<file path="config.mk">
export PLATFORM = sky130hd
export DESIGN_NAME = icache_fill_ctrl
export DESIGN_NICKNAME = d
export VERILOG_FILES = /design/src/rtl/icache_fill_ctrl.sv
export SDC_FILE = /design/constraint.sdc
export NUM_CORES = 1
export LEC_CHECK = 0
export CAP_MARGIN = 30
export CELL_PAD_IN_SITES_DETAIL_PLACEMENT = 2
export CELL_PAD_IN_SITES_GLOBAL_PLACEMENT = 2
export CORE_MARGIN = 5
export CORE_UTILIZATION = 49
export CTS_BUF_LIST = sky130_fd_sc_hd__clkbuf_4 sky130_fd_sc_hd__clkbuf_8 sky130_fd_sc_hd__clkbuf_16
export DETAILED_ROUTE_END_ITERATION = 16
export PLACE_DENSITY = 0.91
export SLEW_MARGIN = 20
export SYNTH_ARGS = -nofsm -noshare
export SYNTH_HDL_FRONTEND = slang
export SYNTH_SLANG_ARGS = --single-unit
</file>
<file path="constraint.sdc">
create_clock -name clock -period 12.4 [get_ports clock]
set_clock_uncertainty 0.15 [all_clocks]
set_input_delay 1.24 -clock clock [delete_from_list [all_inputs] [get_ports clock]]
set_output_delay 1.24 -clock clock [all_outputs]
set_load 0.01 [all_outputs]
</file>
<file path="src/rtl/icache_fill_ctrl.sv">
// Direct-mapped instruction cache with a block-fill controller for a 128-bit block-read memory.
// Optional hit/miss statistics counters are enabled by defining ICACHE_STATS_EN.
module icache_fill_ctrl #(
  parameter int unsigned NUM_SETS = 8,
  parameter int unsigned ADDR_W   = 32
) (
  input  logic              clock,
  input  logic              reset,
  input  logic              cpu_read,
  input  logic [ADDR_W-1:0] cpu_address,
  input  logic              flush,
  output logic [31:0]       instruction,
  output logic              cpu_busywait,
  output logic              mem_read,
  output logic [27:0]       mem_address,
  input  logic [127:0]      mem_readdata,
  input  logic              mem_busywait
`ifdef ICACHE_STATS_EN
  ,
  output logic [31:0]       hit_count,
  output logic [31:0]       miss_count
`endif
);

  localparam int unsigned INDEX_W = $clog2(NUM_SETS);
  localparam int unsigned BLK_W   = ADDR_W - 4;
  localparam int unsigned TAG_W   = ADDR_W - 4 - INDEX_W;
  localparam int unsigned LINE_W  = 128;

  typedef enum logic [1:0] {
    IDLE     = 2'd0,
    MEM_READ = 2'd1,
    UPDATE   = 2'd2
  } state_t;

  state_t              state_q;
  state_t              state_d;
  logic [NUM_SETS-1:0] valid_q;
  logic [TAG_W-1:0]    tag_q  [NUM_SETS];
  logic [LINE_W-1:0]   data_q [NUM_SETS];
  logic [BLK_W-1:0]    fill_blk_q;

  logic [INDEX_W-1:0]  cur_index;
  logic [TAG_W-1:0]    cur_tag;
  logic [1:0]          cur_word;
  logic [INDEX_W-1:0]  fill_index;
  logic [TAG_W-1:0]    fill_tag;

  logic                hit;
  logic                start_fill;
  logic                capture;
  logic                commit;
  logic                flush_en;
  logic                unused_ok;

  // Address decomposition; byte-within-word bits play no part in an instruction fetch.
  assign cur_index  = cpu_address[4 +: INDEX_W];
  assign cur_tag    = cpu_address[ADDR_W-1 -: TAG_W];
  assign cur_word   = cpu_address[3:2];
  assign fill_index = fill_blk_q[INDEX_W-1:0];
  assign fill_tag   = fill_blk_q[BLK_W-1 -: TAG_W];
  assign unused_ok  = &{1'b0, cpu_address[1:0]};

  // Lookup is only trusted in IDLE; during a fill the line under update may be inconsistent.
  assign hit = cpu_read & valid_q[cur_index] & (tag_q[cur_index] == cur_tag) & (state_q == IDLE);

  assign cpu_busywait = (state_q != IDLE) | (cpu_read & ~hit);
  assign mem_address  = 28'(fill_blk_q);

  always_comb begin
    instruction = 32'h0;
    if (hit) begin
      instruction = data_q[cur_index][{cur_word, 5'd0} +: 32];
    end
  end

  // Next-state and control decode.
  always_comb begin
    state_d    = state_q;
    start_fill = 1'b0;
    capture    = 1'b0;
    commit     = 1'b0;
    flush_en   = 1'b0;
    case (state_q)
      IDLE: begin
        flush_en = flush;
        if (cpu_read && !hit) begin
          start_fill = 1'b1;
          state_d    = MEM_READ;
        end
      end
      MEM_READ: begin
        if (!mem_busywait) begin
          capture = 1'b1;
          state_d = UPDATE;
        end
      end
      UPDATE: begin
        commit  = 1'b1;
        state_d = IDLE;
      end
      default: state_d = IDLE;
    endcase
  end

  // State, request and line-valid registers.
  always_ff @(posedge clock or negedge reset) begin
    if (!reset) begin
      state_q    <= IDLE;
      mem_read   <= 1'b0;
      fill_blk_q <= '0;
      valid_q    <= '0;
    end else begin
      state_q  <= state_d;
      mem_read <= (state_d == MEM_READ);
      if (start_fill) begin
        fill_blk_q <= cpu_address[ADDR_W-1:4];
      end
      if (flush_en) begin
        valid_q <= '0;
      end
      if (commit) begin
        valid_q[fill_index] <= 1'b1;
      end
    end
  end

  // Line storage; contents are meaningless until the matching valid bit is set.
  always_ff @(posedge clock) begin
    if (capture) begin
      data_q[fill_index] <= mem_readdata;
    end
    if (commit) begin
      tag_q[fill_index] <= fill_tag;
    end
  end

`ifdef ICACHE_STATS_EN
  // Saturating hit/miss counters, untouched by flush.
  always_ff @(posedge clock or negedge reset) begin
    if (!reset) begin
      hit_count  <= 32'h0;
      miss_count <= 32'h0;
    end else begin
      if (hit && (hit_count != 32'hFFFF_FFFF)) begin
        hit_count <= hit_count + 32'd1;
      end
      if (start_fill && (miss_count != 32'hFFFF_FFFF)) begin
        miss_count <= miss_count + 32'd1;
      end
    end
  end
`endif

endmodule

</file>
**Word level (Yosys, flattened, before mapping)**

Memory sizes are Yosys's and may differ from the RTL's.
Cells that the tools add are included.

- $lt $le $gt $ge: 3
- Equality and inequality tests: 4
- Shift-type cells: 1
- Multiplexer cells: 20
- Bitwise logic cells: 7
- Reduce and logical (&&, ||, !) cells: 5

Operator list:

| kind | count |
|---|---|
| 128-bit by 8-bit indexed part select with 32-bit output | 1 |
| 32-bit 2-to-1 mux | 1 |
| 25-bit equality test | 1 |
| 8-bit 2-to-1 mux | 2 |
| 1-bit 2-to-1 mux | 12 |
| 3-bit by 4-bit < comparator with 1-bit output, second input constant | 2 |
| 8-bit OR | 1 |
| 1-bit bitwise AND | 4 |
| 2-bit by 1-bit equality test with 1-bit output, second input constant | 2 |
| 2-bit 2-to-1 mux | 2 |
| 2-bit case mux with 2 select lines | 1 |
| 1-bit binary-select mux with 3-bit select | 1 |
| 1-bit demux with 3-bit select | 1 |
| 3-bit by 1-bit >= comparator with 1-bit output, second input constant | 1 |
| 2-bit equality test, second input constant | 1 |
| 1-bit logical AND | 2 |
| 2-bit zero test | 1 |
| 2-bit nonzero test | 1 |
| 1-bit zero test | 1 |
| 1-bit inverter | 1 |
| 1-bit OR | 1 |

- Register bits after elaboration: 39
- RAM bits: 1224
- Input bits: 165
- Output and inout bits: 62
- Word-level logic and storage cells: 46
- Memories: 2

Memories:

| memory | words | bits a word | read ports | clocked after memory_dff | write ports | line | RTL |
|---|---|---|---|---|---|---|---|
| data_q | 8 | 128 | 1 | 0 | 1 | 40 | `logic [LINE_W-1:0] data_q [NUM_SETS];` |
| tag_q | 8 | 25 | 1 | 0 | 1 | 39 | `logic [TAG_W-1:0] tag_q [NUM_SETS];` |

**Logic depth before layout (Yosys ltp)**

Gate-level depths: netlist of run 1.

- Depth after elaboration: 10
- Depth in mapped cells: 12
- Mapped depth without buffers: 8

**Worst setup path before layout of run 1**

Ideal clock, no wire load.

- Kind: input to register
- Start: input port mem_busywait
- End: memory data_q[0][0] (enable)
- Library setup time: 772 ps
- Arrival time: 10300 ps
- Required time: 11478 ps
- Path slack: 1178 ps
- Stages: 3
- Path buffers: 0
- Path through: nor3b_1 nand2b_1 nor3_1

- Cells in the longest elaborated chain, start to end: 4

Ends and longest elaborated chain:

| item | line | RTL |
|---|---|---|
| start, declared | 17 | `input logic mem_busywait` |
| 1-bit 2-to-1 mux | 93 | `if (!mem_busywait) begin` |
| 1-bit 2-to-1 mux | 84 | `case (state_q)` |
| 1-bit 2-to-1 mux | 130 | `if (capture) begin` |
| 1-bit 2-to-1 mux (not written as such) | 131 | `data_q[fill_index] <= mem_readdata;` |
| end, declared | 40 |  |

No other way between the ends.

**Worst setup path in the final report of run 1**

- Start: input port cpu_address[4]
- End: output port instruction[3]

- Cells in the longest elaborated chain, start to end: 6
- Elaborated cells on any way between the ends: 10
- Classes of those cells: eq/ne (1); shift (1); mux (3); bitwise (3); memory (2)

Ends and longest elaborated chain:

| item | line | RTL |
|---|---|---|
| start, declared | 10 | `input logic [ADDR_W-1:0] cpu_address,` |
| branches (longest 5 deep; another with memory read 8 x 128 bit) | n/a |  |
| 32-bit 2-to-1 mux * | 72 | `if (hit) begin` |
| end, declared | 12 | `output logic [31:0] instruction,` |

Every way passes the cells marked *. The select of a mux whose other input is x is not followed.

==> impl_results.md, run 1 <==
* Cell taking the most area after synthesis: edfxtp_1
* Highest routed metal layer: met5
* DRT Wirelength at 159 mm
* Main area contributors after synthesis: edfxtp_1 (76%), mux4_2 (16%), dfrtp_1 (2.0%)
* RSZ-0062 raised after global routing: no
* Startpoint types: input port
* Crit path arrival time at between 6 and 7 ns
* CP endpoint kind: output port
* CTS tree: built
* Worst Path Required at approximately 11 ns
* Longest Clk Path Bufs at 3
* Synth top cells by count: edfxtp_1 (1,224), mux4_2 (342), mux2i_1 (92)
* IO buf count at between 200 and 250
* Area of the mapped netlist at 48,500 um2
* Layout fillers at 7,684
* Routability congestion estimate from global placement at between 0.7 and 0.8
* Synth top area share at between 70% and 80%
* DR iter-0 viols at ~3,400
* VDD IR max at around 0.00014 V
* Core area at 98,300 um2
* Worst relative slew slack at 25.9%
* Hold-fix buffers, CTS at 0
* CTS Buf Count at about 140
* Number of clock sinks at around 1,300
* Final ANT Viol Nets at 0
* Yosys warnings at 0
* Number of global-route vias before repair at about 26,000
* Synth Flop Type: edfxtp_1
* Most frequent cell after synthesis: edfxtp_1
* Hold Violations, Final at 0
* Worst-path maximum fanout at 80
* Largest net degree at the start of global routing at approximately 130
* Sequential fraction of the synthesis area at between 70% and 80%
* Wire length per cell at ~43 um
* Met3 WL at approximately 15 mm
* Synth Register Bits at between 1,000 and 1,500
* Worst-Skew Late Latency at around 0.75 ns
* Status: complete, no violations
* TritonRoute pass-1 iters at 7
* Post-DR vias/cell at 6.59
* Leakage at approximately 18 nW
* Post-CTS Setup Inserts at 0
* # DRC at 0
* Worst hold path type: register to register
* Layout area overhead at 17.4%
* Row count at 115
* Resize count post-CTS at 0
* FMAX at approximately 0.13 GHz
* CP top delay family: buffers and inverters
* Type of the worst setup path: input port to output port
* Synthesized area per cell at between 20 and 25 um2
* I/O pins at 227
* Ys async rst share at between 3 and 4%
* Die height at ~320 um
* Nets@finish at approximately 2,500
* Die width at 325 um
* Critical Path, Cell by Cell: buf_8, buf_4, buf_16, buf_4, buf_12, mux4_2, mux4_2, mux2i_1, nor2_1, clkdlybuf4s50_1
* TNS Setup at 0 ns
* Layout cells sized above 1 at 27.2%
* First-pass GRT wire length at between 200 and 250 mm
* Detailed-routing wirelength on met1 at roughly 58 mm
* Max incr delay on CP at about 0.62 ns
* # H-tree levels at 4
* Routed wl met2 at 81.3 mm
* CP max stage cell: buf_8
* MaxCap Viol Count at 0
* Worst-Margin Slew at ~1.1 ns
* Number of buffers and inverters on the critical path at 6
* Final setup viols at 0
* Dpl hpwl at around 87 mm
* Library cells used by synthesis at 41
* Clock Tree Root: clkbuf_16
* Initial antenna violation count at 42
* Clock transition at the registers of the reported paths at 0.06 ns
* Initial Util at between 40 and 50%
* Period utilisation layout at about three fifths
* Syn Nets at ~2,200
* EDFF count, synth at 1,224
* Cells after synthesis at ~2,000
* Final Max Slew Viols at 0
* Grt total ovfl at 0
* Die ar. at 105,000 um2
* Final core occ at just under 60%
* Fin crit period at about 7.5 ns
* GRT Total Usage at ~30%
* Pwr dens at 182 nW/um2
* Vias at 24,461
[worst reg2reg max path, cell delays in order, from the launching register on]
cell	delay, ns
dfrtp_1	0.43
nor2_1	0.38
and2_1	0.31
o21ai_1	0.11
a2111oi_2	0.43
nand3_1	0.14
or4_1	0.56
o21ai_4	0.52
buf_4	0.53
mux2_4	0.38
[path summary, 6_finish.rpt]
path,start,end,slack [ns],depth (start not counted)
min in group asynchronous,reset,state_q[0],0.39,1
worst max register to register,state_q[0],mem_address[11],8.31,9
worst min register to register,valid_q[3],valid_q[3],0.38,1
max in group asynchronous,reset,mem_address[18],11.12,2
worst min-delay path,valid_q[3],valid_q[3],0.38,1
worst max-delay path,cpu_address[4],instruction[3],4.86,10
[state kept, by name (all words and copies together), names as in the netlist]
signal and cells:
tag_q 200, mem_read 1, state_q 2, valid_q 8
mem_address 28, data_q 1024
[kinds of logic after synthesis]
group / Yosys count / synth area share (%)
flops: 1263 / 77.8
mux: 469 / 18.9
buf+inv: 101 / 1.11
simple gates: 99 / 0.978
compound gates: 40 / 0.705
xor+xnor: 24 / 0.434
[area by class of cell]
cell class / count / area [um2] / share of cell area (%)
Antenna cell: 26 / 65.1 / 0.114
Clock buffer: 180 / 3840 / 6.75
Clock inverter: 63 / 534 / 0.939
Inverter: 1 / 3.75 / 0.00659
Multi-Input combinational cell: 632 / 10300 / 18.1
Sequential cell: 1263 / 37700 / 66.3
Tap cell: 1287 / 1610 / 2.83
Timing Repair Buffer: 261 / 2820 / 4.96
[layer usage]
metal	global-route usage (%)	vias to the layer above
met5	0	-
met4	10.2	24
met3	9.15	281
met2	50.8	1613
met1	37.7	13330
li1	-	9213
[stage by stage]
stage	hold slack (ns)	setup slack [ns]	cell area, um2	cells	total power [W]
2_1_floorplan	0.294	1.18	48500	1996	0.00574
3_3_place_gp	0.304	5.01	52200	3432	0.00610
3_5_place_dp	0.329	4.97	52400	3442	0.00625
4_1_cts	0.363	4.79	56800	3685	0.0104
5_1_grt	0.379	4.65	56900	3696	0.0106
6_report	0.379	4.86	56900	3713	0.0103
[power breakdown]
part           switching, W  internal [W]  leakage (nW)
Clock               0.00180       0.00233          2.18
Combinational      0.000536      0.000403          4.56
Sequential         0.000220       0.00504          11.5
Total               0.00256       0.00778          18.2
[cells in the final DEF (no fill, tap or decap), types with 5 or more instances in the layout]
| cell type | n |
|---|---|
| clkdlybuf4s50_1 | 218 |
| buf_4 | 18 |
| nand2_1 | 9 |
| buf_12 | 13 |
| edfxtp_1 | 1224 |
| mux2_4 | 28 |
| mux2i_1 | 92 |
| nand4_1 | 12 |
| clkinvlp_4 | 5 |
| clkbuf_16 | 141 |
| xor2_1 | 9 |
| a22o_1 | 12 |
| clkinv_1 | 26 |
| nor2_4 | 12 |
| nor2b_1 | 7 |
| xnor2_1 | 15 |
| a221oi_1 | 12 |
| a21o_1 | 8 |
| bufinv_16 | 7 |
| nor2_1 | 39 |
| clkinv_2 | 15 |
| clkbuf_4 | 36 |
| dfrtp_1 | 39 |
| diode_2 | 26 |
| inv_6 | 5 |
| buf_16 | 7 |
| mux4_2 | 342 |
No activity file was read; power rests on OpenSTA's default activity.
==> run 2, diff against run 1 <==
--- a/config.mk
+++ b/config.mk
@@ -9,10 +9,10 @@
 export CELL_PAD_IN_SITES_DETAIL_PLACEMENT = 2
 export CELL_PAD_IN_SITES_GLOBAL_PLACEMENT = 2
 export CORE_MARGIN = 5
-export CORE_UTILIZATION = 49
+export CORE_UTILIZATION = 44
 export CTS_BUF_LIST = sky130_fd_sc_hd__clkbuf_4 sky130_fd_sc_hd__clkbuf_8 sky130_fd_sc_hd__clkbuf_16
 export DETAILED_ROUTE_END_ITERATION = 16
-export PLACE_DENSITY = 0.91
+export PLACE_DENSITY = 0.86
 export SLEW_MARGIN = 20
 export SYNTH_ARGS = -nofsm -noshare
 export SYNTH_HDL_FRONTEND = slang
==> constraint.sdc (replaced) <==
create_clock -name clock -period 6.6 [get_ports clock]
set_clock_uncertainty 0.15 [all_clocks]
set_input_delay 0.66 -clock clock [delete_from_list [all_inputs] [get_ports clock]]
set_output_delay 0.66 -clock clock [all_outputs]
set_load 0.01 [all_outputs]
==> impl_results.md, run 2 (synthesis results as in run 1) <==
* Startpoint types: input port
* Fin worst setup slack at a little over 0.8 ns
* Worst-path maximum fanout at between 50 and 60
* # DRC at 0
* Final Cell Area at approximately 57,000 um2
* Clock transition at the registers of the reported paths at around 0.060 ns
* CP max stage cell: nor2b_1
* Worst slack, placed at between 1 and 1.5 ns
* # H-tree levels at 4
* Critical path origin: cpu_address[4]
* Worst Path Required at just under 6 ns
* Final Max Slew Viols at 0
* Final ANT Viol Nets at 0
* Pwr dens at approximately 340 nW/um2
* Layout area overhead at 18.0%
* Most flop-heavy register: data_q
* Initial antenna violation count at 32
* Dpl hpwl at between 70 and 80 mm
* Final setup viols at 0
* Grt total ovfl at 0
* Worst-Skew Late Latency at about 0.73 ns
* IO buf count at about 220
* Number of global-route vias before repair at roughly 26,000
* Max incr delay on CP at ~0.70 ns
* Placed cell areas at roughly 53,000 um2
* Post-DR vias/cell at approximately 6
* Die width at between 300 and 400 um
* Hold Violations, Final at 0
* R2R Path Start: state_q[0]
* CTS tree: built
* Worst Reg-to-Reg Cells at 9
* Critical Path, Cell by Cell: buf_8, buf_16, nor2b_1, a221oi_1, xnor2_1, nand4_1, nor4_1, nand4_1, buf_4, nor2_1, clkdlybuf4s50_1
* Fin crit period at about 5.8 ns
* RSZ-0062 raised after global routing: no
* Layout fillers at roughly 9,000
* Most used cell, CP: nand4_1
* Nets@finish at 2,459
* Clock Tree Root: clkbuf_16
* Longest Clk Path Bufs at 3
* Leakage at ~18 nW
* Worst relative slew slack at between 20 and 25%
* Wire length per cell at roughly 37 um
* Die ar. at between 100,000 and 150,000 um2
* Layout cells sized above 1 at between 20% and 30%
* R2r endpoint: mem_address[27]
* Row count at between 100 and 150
* CP endpoint kind: output port
* Die height at around 340 um
* Initial Util at between 40% and 50%
* Vias at ~23,000
* Commonest non-fill, non-tap cell in the layout: edfxtp_1
* DRT Wirelength at 145 mm
* Worst-Margin Slew at 1.16 ns
* Period utilisation layout at approximately 88%
* MaxCap Viol Count at 0
* Number of flip-flops in the largest register at 1,024
* Status: complete, no violations
* Crit path arrival time at about 5 ns
* GRT Total Usage at approximately a quarter
* First-pass GRT wire length at 205 mm
* Commonest non-fill, non-tap cells in the layout: edfxtp_1 (1,224), mux4_2 (342), clkdlybuf4s50_1 (218)
* TritonRoute pass-1 iters at 5
* Worst hold path type: input port to async pin
* Core area at roughly 110,000 um2
* FF+latch area at ~38,000 um2
* FMAX at 0.173 GHz
* CTS Buf Count at between 100 and 150
* DR iter-0 viols at 2,640
* Number of clock sinks at roughly 1,300
* Reg2reg setup slack at around 2.7 ns
* Type of the worst setup path: input port to output port
* Min Hold Slack at 0.290 ns
* Routability congestion estimate from global placement at roughly 0.73
* Area occupied by multi-input gates at slightly above 10,000 um2
* I/O pins at 227
* VDD IR max at between 0.0002 and 0.0003 V
* Largest net degree at the start of global routing at roughly 130
-- run 2: changes by cell type in the layout (fill, tap and decap cells not counted), moves of 2 or more --
cell and delta:
clkinv_1 +4, clkinv_16 +2, clkinv_2 +10, diode_2 -7, buf_4 -3, clkbuf_4 -11
inv_16 +3, inv_6 -3, nor3_2 -2, nor3_4 +2
-- run 2: power breakdown --
part	total (W)	internal, W	switching, W
logic	0.00174	0.000760	0.000980
clock network	0.00768	0.00432	0.00337
registers	0.00985	0.00946	0.000383
total	0.0193	0.0145	0.00473
-- run 2: layout make-up --
cell class | count | area share [%]
diodes | 19 | 0.0831
clock buffers | 169 | 6.57
clock inverters | 77 | 1.14
inverters | 1 | 0.00656
multi-input cells | 632 | 18.1
flip-flops and latches | 1263 | 66.0
well taps | 1476 | 3.23
repair buffers | 260 | 4.95
-- run 2: worst max path at each step --
stage | cells after the start | slack [ns] | end
floorplan | 3 | -0.58 | data_q[1][0]
finish | 11 | 0.81 | instruction[13]
CTS | 11 | 0.71 | instruction[13]
global route | 11 | 0.60 | instruction[13]
detailed placement | 11 | 1.06 | instruction[15]
global placement | 10 | 1.20 | instruction[31]
-- run 2: per-layer routing --
metal	global-route usage [%]	vias to the layer above	wire length, um
met5	0	-	104
met4	7.34	16	4090
met3	6.55	214	11100
met2	42.6	1052	75100
met1	31.3	12868	54400
li1	-	9214	-
-- run 2: worst max-delay path: cells and delay by family --
kind / cells / cell delay [ns]
AOI/OAI and AO/OA: 1 / 0.24
xor gates and xnor gates: 1 / 0.36
buffers and inverters: 4 / 1.76
and+or+nand+nor: 5 / 1.83
-- run 2: metrics by stage --
step	setup TNS, ns	instances	utilization [%]	power, W
final	0	3897	52.4	0.0193
after global routing	0	3882	52.4	0.0199
after CTS	0	3876	52.3	0.0195
after detailed placement	0	3629	48.3	0.0117
after global placement	0	3621	48.1	0.0115
after floorplan	-479.21	1996	-	0.0108
-- run 2: what timing repair did --
action / 4_1_cts / 5_1_grt
resized for setup: 0 / 0
setup buffers: 0 / 0
setup endpoints to repair: 0 / 0
hold endpoints to repair: 15 / 0
hold buffers: 1 / 0
==> run 3, diff against run 2 <==
--- a/config.mk
+++ b/config.mk
@@ -6,13 +6,13 @@
 export NUM_CORES = 1
 export LEC_CHECK = 0
 export CAP_MARGIN = 30
-export CELL_PAD_IN_SITES_DETAIL_PLACEMENT = 2
-export CELL_PAD_IN_SITES_GLOBAL_PLACEMENT = 2
+export CELL_PAD_IN_SITES_DETAIL_PLACEMENT = 1
+export CELL_PAD_IN_SITES_GLOBAL_PLACEMENT = 1
 export CORE_MARGIN = 5
-export CORE_UTILIZATION = 44
+export CORE_UTILIZATION = 49
 export CTS_BUF_LIST = sky130_fd_sc_hd__clkbuf_4 sky130_fd_sc_hd__clkbuf_8 sky130_fd_sc_hd__clkbuf_16
 export DETAILED_ROUTE_END_ITERATION = 16
-export PLACE_DENSITY = 0.86
+export PLACE_DENSITY = 0.87
 export SLEW_MARGIN = 20
 export SYNTH_ARGS = -nofsm -noshare
 export SYNTH_HDL_FRONTEND = slang
==> impl_results.md, run 3 (synthesis results as in run 1) <==
* Status: complete, no violations
* Vias at 22,484
* Longest Clk Path Bufs at 3
* Worst relative slew slack at 29.1%
* Number of clock sinks at around 1,300
* Initial Util at about 49%
* CP endpoint kind: output port
* Row count at ~120
* Resize count post-CTS at 0
* MaxCap Viol Count at 0
* Commonest non-fill, non-tap cells in the layout: edfxtp_1 (1,224), mux4_2 (342), clkdlybuf4s50_1 (218)
* GRT Total Usage at 22.5%
* Final Max Slew Viols at 0
* Crit path arrival time at between 4 and 5 ns
* Highest routed metal layer: met5
* # H-tree levels at 3
* Clock Tree Root: clkbuf_16
* Leakage at between 15 and 20 nW
* Initial antenna violation count at 27
* Commonest non-fill, non-tap cell in the layout: edfxtp_1
* Worst-Margin Slew at about 1.1 ns
* FMAX at 0.182 GHz
* Die ar. at 105,000 um2
* Net Sw Frac at 23.1%
* IO buf count at ~220
* Wire length per cell at 32.2 um
* Post-DR vias/cell at 6.11
* HP Start: valid_q[6]
* Most flop-heavy register: data_q
* Detailed-routing wirelength on met1 at ~43 mm
* RSZ-0062 raised after global routing: no
* Critical path origin: cpu_address[5]
* CTS Buf Count at about 120
* VDD IR max at ~0.00032 V
* Die width at about 320 um
* Number of flip-flops in the largest register at about 1,000
* First-pass GRT wire length at ~170 mm
* # DRC at 0
* Clock transition at the registers of the reported paths at around 0.06 ns
* DRT Wirelength at around 120 mm
* Met3 WL at around 10 mm
* Reg2reg setup slack at 2.47 ns
* Layout cells sized above 1 at 26.2%
* Routability congestion estimate from global placement at just under 0.8
* Clock share of power at 37.5%
* Switching power at roughly 0.0042 W
* Dpl hpwl at 64.9 mm
* Core area at slightly below 100,000 um2
* Largest net degree at the start of global routing at 155
* Pwr Total at between 0.015 and 0.02 W
* Final ANT Viol Nets at 0
* Startpoint types: input port
* TritonRoute pass-1 iters at 5
* Cells after DPL at roughly 3,400
* Sequential power share at a little over half
* Layout area overhead at 16.4%
* Nets@finish at approximately 2,400
* Worst Path Required at about 5.8 ns
* Finished Layout Cells at between 3,000 and 4,000
* R2R Path Start: state_q[0]
* Grt total ovfl at 0
* Worst-path maximum fanout at between 150 and 200
* CTS tree: built
* Fin crit period at around 5.5 ns
* Worst-Skew Late Latency at 0.69 ns
* DR iter-0 viols at between 2,000 and 2,500
* Hold Violations, Final at 0
* Number of global-route vias before repair at about 24,000
* Pwr dens at roughly 330 nW/um2
* Combinational share of power at roughly 9%
* Cell-internal power at roughly 0.014 W
* I/O pins at around 230
* Routed wl met2 at between 60 and 70 mm
* Final setup viols at 0
* Worst hold path type: register to register
* Type of the worst setup path: input port to output port
* Period utilisation layout at a little over four fifths
* Die height at 325 um
==> run 3: cell count changes in the layout (fill, tap and decap cells not counted), moves of 3 or more <==
cell	previous run	this run
buf_12	14	18
buf_16	7	2
buf_4	15	12
clkbuf_16	141	122
clkbuf_8	4	7
clkinv_2	25	15
clkinvlp_4	5	8
diode_2	19	15
inv_16	4	0
==> run 3: cell type report <==
type / instances / area (um2)
Antenna cell: 15 / 37.5
Sequential cell: 1263 / 37700
Multi-Input combinational cell: 632 / 10300
Fill cell: 8047 / 41800
Clock inverter: 70 / 652
Tap cell: 1287 / 1610
Clock buffer: 154 / 3330
Inverter: 1 / 3.75
Timing Repair Buffer: 255 / 2750
==> run 3: final timing paths <==
check	to	depth (start not counted)
max	instruction[22]	8
max reg2reg	mem_address[19]	9
min in group asynchronous	mem_address[27]	2
max in group asynchronous	mem_address[14]	2
min	valid_q[6]	1
min reg2reg	valid_q[6]	1
==> run 3: metal layers <==
| layer | track usage (%) | up-vias |
|---|---|---|
| li1 | - | 9157 |
| met1 | 28.3 | 12025 |
| met2 | 38.6 | 1046 |
| met3 | 6.32 | 230 |
| met4 | 6.65 | 26 |
| met5 | 0 | - |
==> run 3: what timing repair did <==
action,CTS,global route
hold buffers,0,1
hold endpoints to repair,0,39
buffers inserted,0,0
endpoints found under the setup margin,0,0
==> run 3: worst max-delay path, stage by stage <==
cell             delay [ns]
buf_8                  0.27
buf_12                 0.63
buf_4                  0.87
mux4_2                 0.43
mux4_2                 0.47
mux2i_1                0.51
nor2_1                 0.11
clkdlybuf4s50_1        0.53
==> run 3: power by group through the flow <==
stage	Sequential [W]	Combinational, W	Clock (W)
detailed placement	0.00995	0.00167	0
global placement	0.00986	0.00160	0
finish	0.00979	0.00166	0.00689
global route	0.00984	0.00175	0.00743
CTS	0.00980	0.00169	0.00702
floorplan	0.00990	0.000874	0
==> run 3: metrics by stage <==
step | setup slack (ns) | hold WS (ns) | area (um2) | util [%] | TNS, ns
detailed placement | 1.12 | 0.312 | 52400 | 53.3 | 0
CTS | 1.15 | 0.00551 | 56400 | 57.4 | 0
global placement | 1.28 | 0.304 | 52300 | 53.2 | 0
global route | 1.00 | 0.341 | 56400 | 57.4 | 0
floorplan | -0.585 | 0.214 | 48500 | - | -479.21
finish | 1.09 | 0.333 | 56400 | 57.4 | 0
